## src/rtl/mmu_loader.sv

```systemverilog
// Byte-stream loader and sequencer for the 2x2 systolic matrix multiplier.
// Optional macro MMU_LOADER_REUSE_B_EN: keep_b skips LOAD_B to reuse B_flat.
module mmu_loader #(
    parameter int unsigned TIMEOUT_CYCLES = 8
) (
    input  logic        clk,
    input  logic        rst,
    input  logic        in_valid,
    input  logic [7:0]  in_data,
    output logic        in_ready,
    output logic [31:0] A_flat,
    output logic [31:0] B_flat,
    output logic        mmu_rst,
    input  logic        mmu_done,
    output logic        job_done,
    output logic        busy,
    output logic        err,
    input  logic        keep_b
);

    typedef enum logic [1:0] {
        S_LOAD_A,
        S_LOAD_B,
        S_START,
        S_WAIT
    } state_t;

    localparam logic [7:0] TO_LAST = 8'(TIMEOUT_CYCLES - 1);

    state_t      state_q, state_d;
    logic [1:0]  idx_q, idx_d;
    logic [7:0]  cnt_q, cnt_d;
    logic [31:0] a_q, a_d;
    logic [31:0] b_q, b_d;
    logic        mmu_rst_q, mmu_rst_d;
    logic        job_done_q, job_done_d;
    logic        busy_q, busy_d;
    logic        err_q, err_d;
    logic        accept;
    logic        last_byte;
    logic        skip_b;

`ifdef MMU_LOADER_REUSE_B_EN
    assign skip_b = keep_b;
`else
    logic unused_keep_b;
    assign unused_keep_b = keep_b;
    assign skip_b = 1'b0;
`endif

    assign in_ready  = (state_q == S_LOAD_A) || (state_q == S_LOAD_B);
    assign accept    = in_valid && in_ready;
    assign last_byte = (idx_q == 2'd3);

    // Next-state, byte packing, wait counter and registered output decode
    always_comb begin
        state_d    = state_q;
        idx_d      = idx_q;
        cnt_d      = cnt_q;
        a_d        = a_q;
        b_d        = b_q;
        err_d      = err_q;
        job_done_d = 1'b0;
        unique case (state_q)
            S_LOAD_A: begin
                if (accept) begin
                    a_d[{idx_q, 3'b000} +: 8] = in_data;
                    idx_d = idx_q + 2'd1;
                    if (last_byte) begin
                        state_d = skip_b ? S_START : S_LOAD_B;
                    end
                end
            end
            S_LOAD_B: begin
                if (accept) begin
                    b_d[{idx_q, 3'b000} +: 8] = in_data;
                    idx_d = idx_q + 2'd1;
                    if (last_byte) begin
                        state_d = S_START;
                    end
                end
            end
            S_START: begin
                cnt_d   = '0;
                state_d = S_WAIT;
            end
            S_WAIT: begin
                cnt_d = cnt_q + 8'd1;
                // done outranks a coincident timeout
                if (mmu_done && (cnt_q >= 8'd2)) begin
                    job_done_d = 1'b1;
                    cnt_d      = '0;
                    state_d    = S_LOAD_A;
                end else if (cnt_q == TO_LAST) begin
                    err_d   = 1'b1;
                    cnt_d   = '0;
                    state_d = S_LOAD_A;
                end
            end
            default: begin
                state_d = S_LOAD_A;
            end
        endcase
        mmu_rst_d = (state_d != S_WAIT);
        busy_d    = (state_d == S_START) || (state_d == S_WAIT);
    end

    // State and registered outputs, synchronous reset
    always_ff @(posedge clk) begin
        if (rst) begin
            state_q    <= S_LOAD_A;
            idx_q      <= '0;
            cnt_q      <= '0;
            a_q        <= '0;
            b_q        <= '0;
            mmu_rst_q  <= 1'b1;
            job_done_q <= 1'b0;
            busy_q     <= 1'b0;
            err_q      <= 1'b0;
        end else begin
            state_q    <= state_d;
            idx_q      <= idx_d;
            cnt_q      <= cnt_d;
            a_q        <= a_d;
            b_q        <= b_d;
            mmu_rst_q  <= mmu_rst_d;
            job_done_q <= job_done_d;
            busy_q     <= busy_d;
            err_q      <= err_d;
        end
    end

    assign A_flat   = a_q;
    assign B_flat   = b_q;
    assign mmu_rst  = mmu_rst_q;
    assign job_done = job_done_q;
    assign busy     = busy_q;
    assign err      = err_q;

endmodule
```

## config.mk

```make
export PLATFORM = sky130hd
export DESIGN_NAME = mmu_loader
export DESIGN_NICKNAME = d
export VERILOG_FILES = /design/src/rtl/mmu_loader.sv
export SDC_FILE = /design/constraint.sdc
export NUM_CORES = 1
export LEC_CHECK = 0
export BUFFER_PORTS_ARGS = -buffer_cell sky130_fd_sc_hd__buf_2
export CAP_MARGIN = 20
export CORE_MARGIN = 3
export CORE_UTILIZATION = 40
export CTS_CLUSTER_SIZE = 40
export DETAILED_ROUTE_END_ITERATION = 6
export GPL_ROUTABILITY_DRIVEN = 1
export PLACE_DENSITY = 0.62
export SYNTH_ARGS = -nofsm -noshare
export SYNTH_HDL_FRONTEND = slang
export SYNTH_SLANG_ARGS = --single-unit
export TNS_END_PERCENT = 20
```

## constraint.sdc

```tcl
create_clock -name clk -period 1.9 [get_ports clk]
set_input_delay 0.285 -clock clk [delete_from_list [all_inputs] [get_ports clk]]
set_output_delay 0.285 -clock clk [all_outputs]
set_load 0.02 [all_outputs]
```

# After elaboration in Yosys (flattened, before gate mapping)
# Cells that the tools add are included.
[classes]
magnitude_cmp = 1
n_reduce_logical = 12
eq_ne = 8
add_sub_neg = 3
n_mux = 13
bitwise = 2
shifts = 2
[op_table]
columns = ["op", "n"]
rows = [
  ["bitwise mux 32 bit", 2],
  ["variable shift 8 x 7 -> 32 bit (first input constant)", 1],
  ["indexed part select 8 x 7 -> 32 bit", 1],
  ["two-way mux 8 bit", 2],
  ["one-hot mux 8 bit (2 select lines)", 1],
  ["two-way mux 2 bit", 6],
  ["equality test 2 bit (second input constant)", 5],
  ["adder 8 x 1 -> 8 bit (second input constant)", 1],
  ["equality test 8 x 3 -> 1 bit (second input constant)", 1],
  ["greater-or-equal comparator 8 x 2 -> 1 bit (second input constant)", 1],
  ["one-hot mux 2 bit (4 select lines)", 1],
  ["negation 5 -> 7 bit", 1],
  ["AND reduction 2 bit", 3],
  ["OR reduction 2 bit", 2],
  ["AND reduction 3 bit", 1],
  ["adder 2 x 1 -> 2 bit (second input constant)", 1],
  ["equality test 2 x 1 -> 1 bit (second input constant)", 1],
  ["logical AND 1 bit", 2],
  ["zero test 2 bit", 1],
  ["logical OR 1 bit", 2],
  ["inequality test 2 bit (second input constant)", 1],
  ["NOT 1 bit", 2],
  ["nonzero test 2 bit", 1],
  ["two-way mux 1 bit", 1],
]
[totals]
in_bits = 13
word_cells = 50
output_inout_bits = 69
register_bits = 80

# Depth between registers and ports, before layout
[depth]
depth_word = 7
mapped_depth = 6

# Least setup slack after synthesis
# Ideal clock, no wire load.
[synth_timing]
path_type = "reg2reg"
start = "register idx_q[0]"
end = "register a_q[16], in the netlist A_flat[16]"
setup_ps = 70
stages_incl_launch_ff = 7
t_arrival_ps = 1782
setup_slack_ps = 48
period_less_slack_ps = 1852
path_cell_list = "dfxtp_1 inv_2 ha_1 nor3b_2 clkbuf_1 nand3_1 a21oi_1"
[synth_via]
elab_chain_len = 3
word_cells_on_any_way = 4
[synth_lines]
columns = ["item", "line", "text"]
rows = [
  ["start: declaration", "31", "logic [1:0] idx_q, idx_d;"],
  ["start signal: assignment", "122", "idx_q <= idx_d;"],
  ["negation 5 -> 7 bit (*)", "67", "a_d[{idx_q, 3'b000} +: 8] = in_data;"],
  ["indexed part select 8 x 7 -> 32 bit or variable shift 8 x 7 -> 32 bit (tied branches)", "67", ""],
  ["bitwise mux 32 bit (*)", "67", ""],
  ["end signal: assignment", "114", "a_q <= '0;"],
  ["end signal: assignment", "124", "a_q <= a_d;"],
  ["end: declaration", "33", "logic [31:0] a_q, a_d;"],
]
# Every way passes the cells marked *; elsewhere a longest branch is shown, timed or not.
# A chain may end at the register's enable or synchronous reset.

# Final worst setup path
[layout_timing]
start = "register cnt_q[0]"
end = "register mmu_rst_q, in the netlist mmu_rst"
[layout_via]
elab_chain_len = 5
word_cells_on_any_way = 7
[layout_lines]
columns = ["item", "line", "text"]
rows = [
  ["start: declaration", "32", "logic [7:0] cnt_q, cnt_d;"],
  ["start signal: assignment", "123", "cnt_q <= cnt_d;"],
  ["greater-or-equal comparator 8 x 2 -> 1 bit or equality test 8 x 3 -> 1 bit (tied branches)", "90, 94", ""],
  ["logical AND 1 bit or two-way mux 2 bit (tied branches)", "90, 94", ""],
  ["two-way mux 2 bit (*)", "90", "if (mmu_done && (cnt_q >= 8'd2)) begin"],
  ["one-hot mux 2 bit (4 select lines) (*)", "64", "unique case (state_q)"],
  ["inequality test 2 bit (*)", "104", "mmu_rst_d = (state_d != S_WAIT);"],
  ["end signal: assignment", "126", "mmu_rst_q <= mmu_rst_d;"],
  ["end: declaration", "35", "logic mmu_rst_q, mmu_rst_d;"],
]
# Marks and branches as above.

==> run summary <==
The detailed-route vias per instance was 5.36. The number of antenna diodes is 0, and the number of buffers inserted by port buffering is 80. The maximum clock skew at final layout is 0.0101 ns, and the slew at the pin closest to its max-slew limit is 0.509 ns.

The die width works out to 98.0 um. The max-slew violation total from the final report is 0, and the total half-perimeter wirelength after legalization and detailed placement is 6370 um. The run finished with clean final reports. The initial antenna violation count is 0. Overall power consumption after layout is estimated at 3350 uW. The tools report the filler-free cell count of the finished design as 596. The tools report the global-route wire length before repair as 15100 um. The layout overhead on the synthesized area was 20.9%; the total number of vias was 3196. Once the clock tree was built, the setup fixing pass inserted 0 buffers. The number of placed instances, taps included, is 580.

Setup repair after global routing left no endpoint under its margin. In this run the static leakage power is 0.00161 uW. The run gives 2 as the maximum root-to-sink buffer count. Category of the most critical setup path: reg2reg.

Synthesis produced a netlist with a net count of 434. The maximum number of pins on one net before global-route repair came out at 30. Walking the worst path, the cells encountered are inv_1, ha_1, or4_4, o21ai_4, nand2_4, a211o_1. After detailed routing, the wire length on met1 is 4120 um. In this run the worst path has a maximum fanout of 5. First-iteration detailed-routing DRC count: 278. The clock tree root driver cell is sky130_fd_sc_hd__clkbuf_8.

The run gives 0 as the reported max-cap violation count. Row generation in the floorplan step produced 32 rows. Data on the critical path arrives at its endpoint at 2.04 ns. The average instance in the mapped netlist occupies 8.19 um^2.

In this run the remaining antenna-violating nets after routing total 0. The clock-pin slew of the registers on the worst-case setup and hold paths is 0.08 ns, and the wire length per cell is 15.4 um. The number of different library cells used by synthesis comes to 49. In the detailed route, the total length drawn on met3 is 600 um. After clock tree synthesis, the repair step resized 0 gates. The total congestion overflow is 0.

The number of global-route vias before repair is 3019. Counting flops with a built-in enable in the synthesized netlist gives 0. The leading register cell type out of synthesis was sky130_fd_sc_hd__dfxtp_1. Summing every instance area after synthesis gives 3380 um^2. Setup violations remaining at the end of the flow were counted as 0. Of the available clock period, the critical path in the final layout requires 94.2%. The routed wire length came out at 9160 um.

The floorplan step defined a core boundary enclosing 7970 um^2. Headroom to the max-slew limit: 66.0%. Among cell families on the critical path, the largest total delay comes from simple AND/OR/NAND/NOR gates. The final count of hold timing violations is 0. In the global route stage, overall resource usage came out at 19.3%. Across the VDD grid, the largest voltage drop is 0.419 mV. The endpoint class of the critical path is a flip-flop. The peak per-stage delay on the critical path works out to 0.45 ns. TritonCTS built the clock tree. The first detailed-routing pass ran for 6 iterations. In this run the count of I/O pins placed on the die edge is 82.

The tools report the kind of launch point of the worst setup path as a flip-flop. The power per unit of standard cell area was 819 nW/um^2; the number of buffer and inverter instances along the worst setup path was 1. The die covers 9600 um^2. The cell with the biggest individual delay on the critical path was sky130_fd_sc_hd__or4_4. For the source-to-sink clock delay at the later pin of the worst-skew pair, the log shows 0.36 ns. The post-synthesis instance total is 413. In the final design database the tool counted 510 nets. The data required time at the worst endpoint is 2.15 ns, and the global placer's final weighted congestion is 0.836. The time the final worst path needs with I/O delays and setup was 1.79 ns.

Measured along the y axis, the die boundary spans 98.0 um. The count of clock tree sinks came out at 79. The worst hold path class is in2reg. The run gives 42.5% as the starting utilization of the core area. Yosys printed 0 warnings.

The total DRC errors in the routed layout is 0, and the maximum level of the CTS H-tree is 3. The logs give 0 ns for the setup TNS after final layout and 46.7% for the sequential share of the synthesized area. In this run, synthesis produced a sequential element count of 79. Timing would allow up to 0.559 GHz. Counting flops with an async set or reset pin after synthesis yields a share of 0%. The wire length on met2 came out at 4330 um. Clock tree synthesis inserted a total of 9 buffers. For the number of hold buffers added after cts, the log shows 0. The layout cell share with drive strength beyond 1 works out to 25.7%. Routed signal wires occupy layers up through met4.
[Yosys cell counts, types with 2 or more instances]
library cell	n	area share, %
sky130_fd_sc_hd__dfxtp_1	79	47
sky130_fd_sc_hd__nand2_1	78	8.7
sky130_fd_sc_hd__nand3_1	72	11
sky130_fd_sc_hd__a21oi_1	68	10
sky130_fd_sc_hd__clkbuf_1	15	1.7
sky130_fd_sc_hd__nor2_1	13	1.4
sky130_fd_sc_hd__clkbuf_2	8	1.2
sky130_fd_sc_hd__ha_1	8	3.0
sky130_fd_sc_hd__nor3_1	8	1.2
sky130_fd_sc_hd__nand3b_1	5	1.1
sky130_fd_sc_hd__and3_1	3	0.55
sky130_fd_sc_hd__buf_2	3	0.44
sky130_fd_sc_hd__inv_2	3	0.33
sky130_fd_sc_hd__nor3b_2	3	1.1
sky130_fd_sc_hd__a31oi_1	2	0.37
sky130_fd_sc_hd__and2_1	2	0.37
sky130_fd_sc_hd__buf_6	2	0.67
sky130_fd_sc_hd__inv_1	2	0.22
sky130_fd_sc_hd__nand2b_1	2	0.37
sky130_fd_sc_hd__nand4_1	2	0.37
sky130_fd_sc_hd__nor2b_1	2	0.37
sky130_fd_sc_hd__nor3b_1	2	0.44
sky130_fd_sc_hd__nor4_1	2	0.37
sky130_fd_sc_hd__o211ai_1	2	0.44
sky130_fd_sc_hd__o21ai_1	2	0.30
sky130_fd_sc_hd__o311ai_2	2	0.96
[area by class of cell]
| type | count | area [um^2] |
|---|---|---|
| repair buffers | 96 | 520 |
| inverters | 5 | 18.8 |
| flip-flops and latches | 79 | 1580 |
| clock buffers | 10 | 128 |
| well taps | 102 | 128 |
| fillers | 829 | 3880 |
| multi-input cells | 298 | 1620 |
| clock inverters | 6 | 93.8 |
[per-layer routing]
| metal | GRT usage (%) | vias to the layer above |
|---|---|---|
| met2 | 30.6 | 116 |
| met4 | 6.18 | 0 |
| met5 | 0 | - |
| li1 | - | 1589 |
| met1 | 25.7 | 1478 |
| met3 | 5.00 | 13 |
[path summary, 6_finish.rpt]
check / from / slack, ns / endpoint / cells after the start
worst max-delay path: cnt_q[0] / 0.11 / mmu_rst / 6
worst min-delay path: rst / 0.22 / cnt_q[2] / 2
worst max register to register: cnt_q[0] / 0.11 / mmu_rst / 6
worst min register to register: A_flat[7] / 0.46 / A_flat[7] / 2
[stage by stage]
| stage | hold WS (ns) | util (%) | area, um^2 | setup slack, ns |
|---|---|---|---|---|
| floorplan | 0.441 | - | 3380 | 0.0476 |
| global placement | 0.441 | 48.6 | 3870 | 0.166 |
| detailed placement | 0.446 | 48.6 | 3870 | 0.140 |
| CTS | 0.215 | 51.4 | 4090 | 0.112 |
| global route | 0.243 | 51.4 | 4090 | 0.00445 |
| finish | 0.222 | 51.4 | 4090 | 0.111 |
[power by group]
group / switching, uW / internal (uW)
clock: 641 / 749
combinational: 200 / 83.0
sequential: 8.97 / 1670
[registers in the layout (all words and copies together), names as in the netlist]
register  cells
A_flat       32
B_flat       32
cnt_q         8
idx_q         2
state_q       2
err           1
job_done      1
mmu_rst       1
[cells by family after synthesis]
| group | after synthesis | share of synthesized area [%] |
|---|---|---|
| adders and majority gates | 8 | 2.96 |
| buffers and inverters | 36 | 5.36 |
| xor gates and xnor gates | 1 | 0.259 |
| DFF | 79 | 46.7 |
| AOI/OAI and AO/OA | 86 | 15.3 |
| and+or+nand+nor | 203 | 29.4 |
[worst reg2reg max path, stage by stage (launching register included)]
cell	delay, ns
sky130_fd_sc_hd__dfxtp_1	0.39
sky130_fd_sc_hd__inv_1	0.07
sky130_fd_sc_hd__ha_1	0.19
sky130_fd_sc_hd__or4_4	0.45
sky130_fd_sc_hd__o21ai_4	0.18
sky130_fd_sc_hd__nand2_4	0.10
sky130_fd_sc_hd__a211o_1	0.30
[layout by cell type, fill, tap and decap left out, drive strengths merged, types with 2 or more instances in the layout]
cell,count
o211ai,2
nor3b,5
nor4,2
clkinv,2
dfxtp,79
a32oi,2
clkbuf,10
nand4,2
and3,4
nand2b,2
o31ai,2
nand2,79
a31oi,2
inv,6
nor2,13
nand3,72
a21oi,68
nor3,9
o311ai,2
buf,96
bufinv,2
o21ai,3
ha,8
and2,3
nor2b,2
nand3b,5
Power figures use the tool's default switching activity.
